File: src/rtl/tester_pkg.sv
// Shared types and constants for the exhaustive vector tester and its MISR.
package tester_pkg;

  typedef enum logic [1:0] {IDLE, DRIVE, DONE} state_e;

  // Wide enough for any signature width; users slice the low SIG_W bits.
  localparam logic [63:0] SEED = '1;

  function automatic int unsigned clog2(input int unsigned v);
    int unsigned r;
    r = 0;
    while ((64'd1 << r) < 64'(v)) begin
      r = r + 1;
    end
    return r;
  endfunction

endpackage

File: src/rtl/misr_compactor.sv
// Multiple-input signature register: shifts with polynomial feedback and folds in din.
module misr_compactor
  import tester_pkg::*;
#(
  parameter int unsigned      SIG_W = 16,
  parameter int unsigned      N_OUT = 1,
  parameter logic [SIG_W-1:0] POLY  = 16'h1021
) (
  input  logic             clk,
  input  logic             rst_n,
  input  logic             init,
  input  logic             en,
  input  logic [N_OUT-1:0] din,
  output logic [SIG_W-1:0] sig
);

  logic [SIG_W-1:0] sig_q, sig_d;

  always_comb begin
    sig_d = sig_q;
    if (init) begin
      sig_d = SEED[SIG_W-1:0];
    end else if (en) begin
      sig_d = (sig_q << 1) ^ (sig_q[SIG_W-1] ? POLY : '0) ^ SIG_W'(din);
    end
  end

  always_ff @(posedge clk or negedge rst_n) begin
    if (!rst_n) begin
      sig_q <= SEED[SIG_W-1:0];
    end else begin
      sig_q <= sig_d;
    end
  end

  assign sig = sig_q;

endmodule

File: src/rtl/exhaustive_vector_tester.sv
// Sweeps every input vector PASSES times, holding each for HOLD cycles, and
// compacts the DUT response into a MISR signature checked against exp_sig.
module exhaustive_vector_tester
  import tester_pkg::*;
#(
  parameter int unsigned      N_IN   = 3,
  parameter int unsigned      N_OUT  = 1,
  parameter int unsigned      HOLD   = 20,
  parameter int unsigned      PASSES = 2,
  parameter int unsigned      SIG_W  = 16,
  parameter logic [SIG_W-1:0] POLY   = 16'h1021
) (
  input  logic             clk,
  input  logic             rst_n,
  input  logic             start,
  input  logic             abort,
  input  logic [SIG_W-1:0] exp_sig,
  input  logic [N_OUT-1:0] dut_out,
  output logic [N_IN-1:0]  vec_out,
  output logic             vec_valid,
  output logic             busy,
  output logic             sample_valid,
  output logic             done,
  output logic             pass,
  output logic [SIG_W-1:0] signature
);

  localparam int unsigned HCW = clog2(HOLD + 1);
  localparam int unsigned PCW = clog2(PASSES + 1);
  localparam logic [HCW-1:0]  HoldLast = HCW'(HOLD - 1);
  localparam logic [PCW-1:0]  PassLast = PCW'(PASSES - 1);
  localparam logic [N_IN-1:0] VecLast  = '1;

  state_e          state_q, state_d;
  logic [N_IN-1:0] vec_q, vec_d;
  logic [HCW-1:0]  hold_q, hold_d;
  logic [PCW-1:0]  pidx_q, pidx_d;
  logic            busy_q, busy_d;
  logic            vec_valid_q, vec_valid_d;
  logic            sample_valid_q, sample_valid_d;
  logic            done_q, done_d;
  logic            pass_q, pass_d;
  logic            misr_init, misr_en;
  logic [SIG_W-1:0] sig_next;

  // pass must be valid alongside done, so the final capture is predicted here.
  always_comb begin
    sig_next = (signature << 1) ^ (signature[SIG_W-1] ? POLY : '0) ^ SIG_W'(dut_out);
  end

  always_comb begin
    state_d   = state_q;
    vec_d     = vec_q;
    hold_d    = hold_q;
    pidx_d    = pidx_q;
    pass_d    = pass_q;
    misr_init = 1'b0;
    misr_en   = 1'b0;
    case (state_q)
      IDLE: begin
        if (start) begin
          state_d   = DRIVE;
          vec_d     = '0;
          hold_d    = '0;
          pidx_d    = '0;
          pass_d    = 1'b0;
          misr_init = 1'b1;
        end
      end
      DRIVE: begin
        if (hold_q == HoldLast) begin
          misr_en = 1'b1;
          hold_d  = '0;
          if (vec_q != VecLast) begin
            vec_d = vec_q + 1'b1;
          end else if (pidx_q != PassLast) begin
            pidx_d = pidx_q + 1'b1;
            vec_d  = '0;
          end else begin
            state_d = DONE;
            pass_d  = (sig_next == exp_sig);
          end
        end else begin
          hold_d = hold_q + 1'b1;
        end
      end
      DONE:    state_d = IDLE;
      default: state_d = IDLE;
    endcase

    // Abort freezes counters, signature and pass; only the state is forced.
    if (abort) begin
      state_d   = IDLE;
      vec_d     = vec_q;
      hold_d    = hold_q;
      pidx_d    = pidx_q;
      pass_d    = pass_q;
      misr_init = 1'b0;
      misr_en   = 1'b0;
    end

    busy_d         = (state_d != IDLE);
    vec_valid_d    = (state_d == DRIVE);
    sample_valid_d = (state_d == DRIVE) && (hold_d == HoldLast);
    done_d         = (state_d == DONE);
  end

  always_ff @(posedge clk or negedge rst_n) begin
    if (!rst_n) begin
      state_q        <= IDLE;
      vec_q          <= '0;
      hold_q         <= '0;
      pidx_q         <= '0;
      busy_q         <= 1'b0;
      vec_valid_q    <= 1'b0;
      sample_valid_q <= 1'b0;
      done_q         <= 1'b0;
      pass_q         <= 1'b0;
    end else begin
      state_q        <= state_d;
      vec_q          <= vec_d;
      hold_q         <= hold_d;
      pidx_q         <= pidx_d;
      busy_q         <= busy_d;
      vec_valid_q    <= vec_valid_d;
      sample_valid_q <= sample_valid_d;
      done_q         <= done_d;
      pass_q         <= pass_d;
    end
  end

  misr_compactor #(
    .SIG_W (SIG_W),
    .N_OUT (N_OUT),
    .POLY  (POLY)
  ) u_misr (
    .clk   (clk),
    .rst_n (rst_n),
    .init  (misr_init),
    .en    (misr_en),
    .din   (dut_out),
    .sig   (signature)
  );

  assign vec_out      = vec_q;
  assign vec_valid    = vec_valid_q;
  assign busy         = busy_q;
  assign sample_valid = sample_valid_q;
  assign done         = done_q;
  assign pass         = pass_q;

endmodule
File: config.mk
export PLATFORM = sky130hd
export DESIGN_NAME = exhaustive_vector_tester
export DESIGN_NICKNAME = d
export VERILOG_FILES = /design/src/rtl/tester_pkg.sv /design/src/rtl/misr_compactor.sv /design/src/rtl/exhaustive_vector_tester.sv
export SDC_FILE = /design/constraint.sdc
export NUM_CORES = 1
export LEC_CHECK = 0
export ABC_AREA = 1
export CAP_MARGIN = 25
export CORE_MARGIN = 4
export CORE_UTILIZATION = 39
export DETAILED_ROUTE_END_ITERATION = 7
export PLACE_DENSITY = 0.68
export SYNTH_ARGS = -nofsm -noshare
export SYNTH_HDL_FRONTEND = slang
export SYNTH_SLANG_ARGS = --single-unit
File: constraint.sdc
create_clock -name clk -period 2 [get_ports clk]
set_input_delay 0.4 -clock clk [delete_from_list [all_inputs] [get_ports clk]]
set_output_delay 0.4 -clock clk [all_outputs]
set_load 0.005 [all_outputs]
After elaboration in Yosys (flattened, before gate mapping)

Index checks and enable logic that the tools add are counted.

Register bits after elaboration: 33
Output and inout port bits: 24
Logic and storage cells: 72
Input bits: 21

Eq/ne operators: 14
Multiplexer cells: 34
Add/sub/neg operators: 3
Reductions and logical operators: 8
Bitwise gates (word level): 3

Operator list:

| kind                | number |
|---|---|
| $mux 16             | 2 |
| $mux 2              | 9 |
| $eq 16x16->1        | 1 |
| $xor 16x1->16       | 1 |
| $xor 16x16->16      | 1 |
| $mux 5              | 3 |
| $mux 13             | 1 |
| $mux 3              | 4 |
| $reduce_and 6->1    | 2 |
| $eq 5x5->1 const B  | 2 |
| $mux 1              | 10 |
| $ne 2x2->1 const B  | 5 |
| $pmux 5 s2          | 1 |
| $pmux 2 s2          | 2 |
| $ne 3x3->1 const B  | 2 |
| $pmux 3 s2          | 1 |
| $reduce_bool 2->1   | 3 |
| $add 5x1->5 const B | 1 |
| $reduce_and 5->1    | 1 |
| $eq 2x1->1 const B  | 2 |
| $add 3x1->3 const B | 1 |
| $add 2x1->2 const B | 1 |
| $eq 2x2->1 const B  | 1 |
| $logic_not 2->1     | 1 |
| 4 further kinds     | 4 |

Longest topological paths before layout

Depth after elaboration: 8
Mapped depth: 10
Depth with buffers taken out: 10

Hierarchy

A second synthesis with hierarchy kept.

Cell total of the unflattened synthesis: 279
Area total of the unflattened synthesis: 1973.1 um2

Modules (own cells, without submodules):

| module                   | times used | seq. area each (um2) | cells each | area an instance (um2) |
|---|---|---|---|---|
| exhaustive_vector_tester | 1          | 425.4                | 198        | 1251.2 |
| misr_compactor           | 1          | 420.4                | 81         | 721.9 |

Worst setup path after synthesis

No wires, ideal clock.

Kind: reg-to-reg
From: reg vec_q[0] (netlist: vec_out[0])
To: reg sample_valid_q (netlist: sample_valid)
Stages on the path, launching flop included: 8
Path buffers: 0
Clock period less this slack: 1422 ps
Arrival time: 1351 ps
Setup time: 71 ps
Data required time: 1929 ps
Slack: 578 ps
Path through: dfrtp_1 > ha_1 > ha_1 > nand2_1 > inv_1 > a21oi_1 > nand3_1 > nor2_1

Cells in the longest elaborated chain, start to end: 7

RTL lines:

| what                     | line                            | RTL |
|---|---|---|
| start: declaration       | exhaustive_vector_tester.sv:35  | `logic [N_IN-1:0] vec_q, vec_d;` |
| start signal: assignment | exhaustive_vector_tester.sv:121 | `vec_q <= vec_d;` |
| $ne 3x3->1               | exhaustive_vector_tester.sv:74  | `if (vec_q != VecLast) begin` |
| $mux 2                   | exhaustive_vector_tester.sv:74  |  |
| $mux 2                   | exhaustive_vector_tester.sv:71  | `if (hold_q == HoldLast) begin` |
| $pmux 2 s2               | exhaustive_vector_tester.sv:59  | `case (state_q)` |
| $mux 2                   | exhaustive_vector_tester.sv:92  | `if (abort) begin` |
| via state_d[0]           | exhaustive_vector_tester.sv:34  | `state_e state_q, state_d;` |
| $eq 2x1->1               | exhaustive_vector_tester.sv:104 | `sample_valid_d = (state_d == DRIVE) && (hold_d == HoldLast);` |
| $logic_and 1x1->1        | exhaustive_vector_tester.sv:104 |  |
| via sample_valid_d       | exhaustive_vector_tester.sv:40  | `logic sample_valid_q, sample_valid_d;` |
| end signal: assignment   | exhaustive_vector_tester.sv:126 | `sample_valid_q <= sample_valid_d;` |
| end: declaration         | exhaustive_vector_tester.sv:40  |  |

The timed path passes the listed nets, and every way through them passes these cells.
A chain may end at the register's enable or synchronous reset.

Worst setup path after layout

From: reg u_misr.sig_q[14] (netlist: u_misr.sig[14])
To: out signature[14]

RTL lines:

| what                     | line                           | RTL |
|---|---|---|
| start: declaration       | misr_compactor.sv:17           | `logic [SIG_W-1:0] sig_q, sig_d;` |
| start signal: assignment | misr_compactor.sv:30           | `sig_q <= SEED[SIG_W-1:0];` |
| start signal: assignment | misr_compactor.sv:32           | `sig_q <= sig_d;` |
| end: declaration         | exhaustive_vector_tester.sv:25 | `output logic [SIG_W-1:0] signature` |

No word-level cell between the ends.

==> impl_metrics.toml <==
[worst_setup_path]
reg2reg_to = "vec_out[0]$_DFFE_PN0P_"
crit_start = "u_misr.sig[14]$_DFFE_PN1P_"
critical-path-top-delay-family = "flip-flops"
critPathKind = "reg -> out"
reg2reg_from = "hold_q[0]$_DFF_PN0_"
critPathMaxFanout = 5
reg2reg_depth = 10
crit_buf_inv = 1
regToRegSetupSlack_ns = 0.34
required_ns = 1.60
crit_cells = 1
crit_slowest_cell = "dfstp_2"
crit_arrival_ns = 1.38
max_stage_delay_ns = 0.59
worst_setup_path_start_kind = "register"
crit_path_end_kind = "output pin"
crit_chain = "clkdlybuf4s50_1"

[floorplan]
core_region_area_um2 = 4500
rows = 24
die-height_um = 77.2
pin_count = 45
die_w_um = 77.2
initial_utilization = 0.415
dieArea_um2 = 5960

[synthesis]
synth_seq_cells = 33
synth_area_um2 = 1870
syn_area_per_cell_um2 = 7.82
synth.distinct_cells = 26
postSynthNetCount = 264
ys_seq_area_frac = 0.452
synth_ff_type = "dfrtp_1"
async_flop_share = 1.00
yosysWarnings = 0
synth_edf_count = 0
syn_inst = 239

[sta]
fin_tns_setup_ns = 0
hold_violations = 0
rsz0062_at_grt = "no"
finClkSkew_ns = 0.00957
setup_violations = 0
min_period_ns = 1.78
relSlewSlack = 0.719
hold-worst-slack_ns = 0.515
fin_crit_sh = 0.892
fmax_mhz = 561
tightestPinTransition_ns = 0.422
drv_slew = 0

[route]
firstDrtPassIters = 4
routedWlPerCell_um = 12.5
highest_layer = "met4"
vias_per_cell = 4.76
drcViolationCount = 0
dr_wl_met2_mm = 1.91
ant_nets = 0
wl_mm = 4.28
vias = 1622
drt_iter0_markers = 86
met3_length_um = 157
met1_length_mm = 2.18

[global_route]
antenna_found_initial = 0
overflow = 0
grtUsageTotal = 0.155
grt_max_degree = 34
first_global_vias = 1536
grt_pass1_wl_mm = 7.35

[cts]
cts_root_buffer = "clkbuf_8"
hold_buffers = 0
htree_levels = 2
insertion_delay_ns = 0.28
path_clk_slew_ns = 0.07
cts_setup_buffers = 0
numCtsBuffers = 5
ctsResizeCount = 0
cts_sinks = 33
clockBufferDepth = 2
cts_tree = "yes"

[final_layout]
drive_gt1_frac = 0.152
final_util = 0.541
multi_input_area_um2 = 848
nets = 313
fill_cells = 420
seqCellArea_um2 = 846
areaGrowthSynthToFinish_pct = 30.5
antennaDiodeCount = 0

[hold_path]
min_from = "u_misr.sig[13]$_DFFE_PN1P_"
min_path_type = "reg -> reg"
hold_end = "u_misr.sig[13]$_DFFE_PN1P_"
min_path_cells = 2

[placement]
place_congestion = 0.846
port_buffers = 44
dp_hpwl_mm = 3.31

[status]
status = "complete, no violations"

[pwr]
power_leakage_nw = 1.21
ir_worst_vdd_uv = 344
p_per_area_nw_per_um2 = 657
power_mw = 1.60

[job]
cap_violations = 0
## worst reg2reg max path: stages (launching register included)
cell	delay, ns
dfrtp_1	0.42
ha_1	0.26
nand2_1	0.07
inv_1	0.04
nand2_1	0.16
nand2_2	0.13
nand2_4	0.15
inv_2	0.09
o21ai_2	0.10
nand2_1	0.09
o31ai_2	0.07
## state kept, by name, indices dropped and copies added (netlist names)
signal	cells
pass	1
done	1
vec_out	3
busy	1
sample_valid	1
u_misr.sig	16
pidx_q	2
hold_q	5
vec_valid	1
state_q	2
## cells in the mapped netlist, types with 2 or more instances
cell | n | share of area
o21ai_0 | 15 | 0.040
inv_2 | 3 | 0.0060
nand2_1 | 64 | 0.13
dfrtp_1 | 17 | 0.23
o21ai_2 | 3 | 0.014
buf_6 | 2 | 0.012
nor2_1 | 33 | 0.066
dfstp_2 | 16 | 0.22
o21bai_1 | 2 | 0.0080
buf_4 | 2 | 0.0080
ha_1 | 4 | 0.027
nor2_4 | 3 | 0.018
xnor2_1 | 6 | 0.028
a21oi_1 | 12 | 0.032
nand2_2 | 3 | 0.010
o21ai_1 | 5 | 0.013
nand3_1 | 6 | 0.016
inv_1 | 32 | 0.064
o31ai_2 | 2 | 0.013
nand4_1 | 3 | 0.010
## worst max-delay path by stage
stage                                        end
after floorplan           sample_valid$_DFF_PN0_
after global placement    vec_out[0]$_DFFE_PN0P_
after detailed placement  vec_out[0]$_DFFE_PN0P_
after CTS                          signature[14]
after global routing                signature[6]
final                              signature[14]
## per-stage QoR
stage | std cells | setup slack, ns | instance area, µm²
floorplan | 239 | 0.578 | 1870
global placement | 333 | 0.201 | 2350
detailed placement | 333 | 0.155 | 2350
CTS | 341 | 0.208 | 2440
global route | 341 | 0.172 | 2440
finish | 341 | 0.216 | 2440
## layout by cell type (no fill, tap or decap), types with 4 or more instances in the layout
master	netlist	layout
xnor2_1	6	6
inv_1	32	32
nor2_1	33	33
o21ai_1	5	5
clkbuf_8	0	5
o21ai_0	15	15
nand2_1	64	64
dfrtp_1	17	17
ha_1	4	4
a21oi_1	12	12
nand3_1	6	6
dfstp_2	16	16
clkdlybuf4s50_1	0	44
## cell families (layout without fill, tap and decap cells)
logic type | count (synthesis) | after routing | synth area share
and+or+nand+nor | 115 | 115 | 0.262
AOI/OAI and AO/OA | 41 | 41 | 0.137
buffers and inverters | 40 | 90 | 0.0937
DFF | 33 | 33 | 0.452
xor gates and xnor gates | 6 | 6 | 0.0281
adders and majority gates | 4 | 4 | 0.0268
## power breakdown
part | internal, mW | switching [mW]
clock | 0.240 | 0.253
sequential | 0.735 | 0.0549
combinational | 0.159 | 0.160
## routing by layer
| metal | track usage | vias to the layer above |
|---|---|---|
| li1 | - | 850 |
| met1 | 0.219 | 736 |
| met2 | 0.237 | 34 |
| met3 | 0.0304 | 2 |
| met4 | 0.0480 | 0 |
| met5 | 0 | - |
## layout make-up
class | instances | area share
multi-input cells | 166 | 0.348
well taps | 52 | 0.0267
repair buffers | 46 | 0.187
flip-flops and latches | 33 | 0.347
inverters | 36 | 0.0564
clock buffers | 5 | 0.0282
clock inverters | 3 | 0.00718
Power figures use the tool's default switching activity.
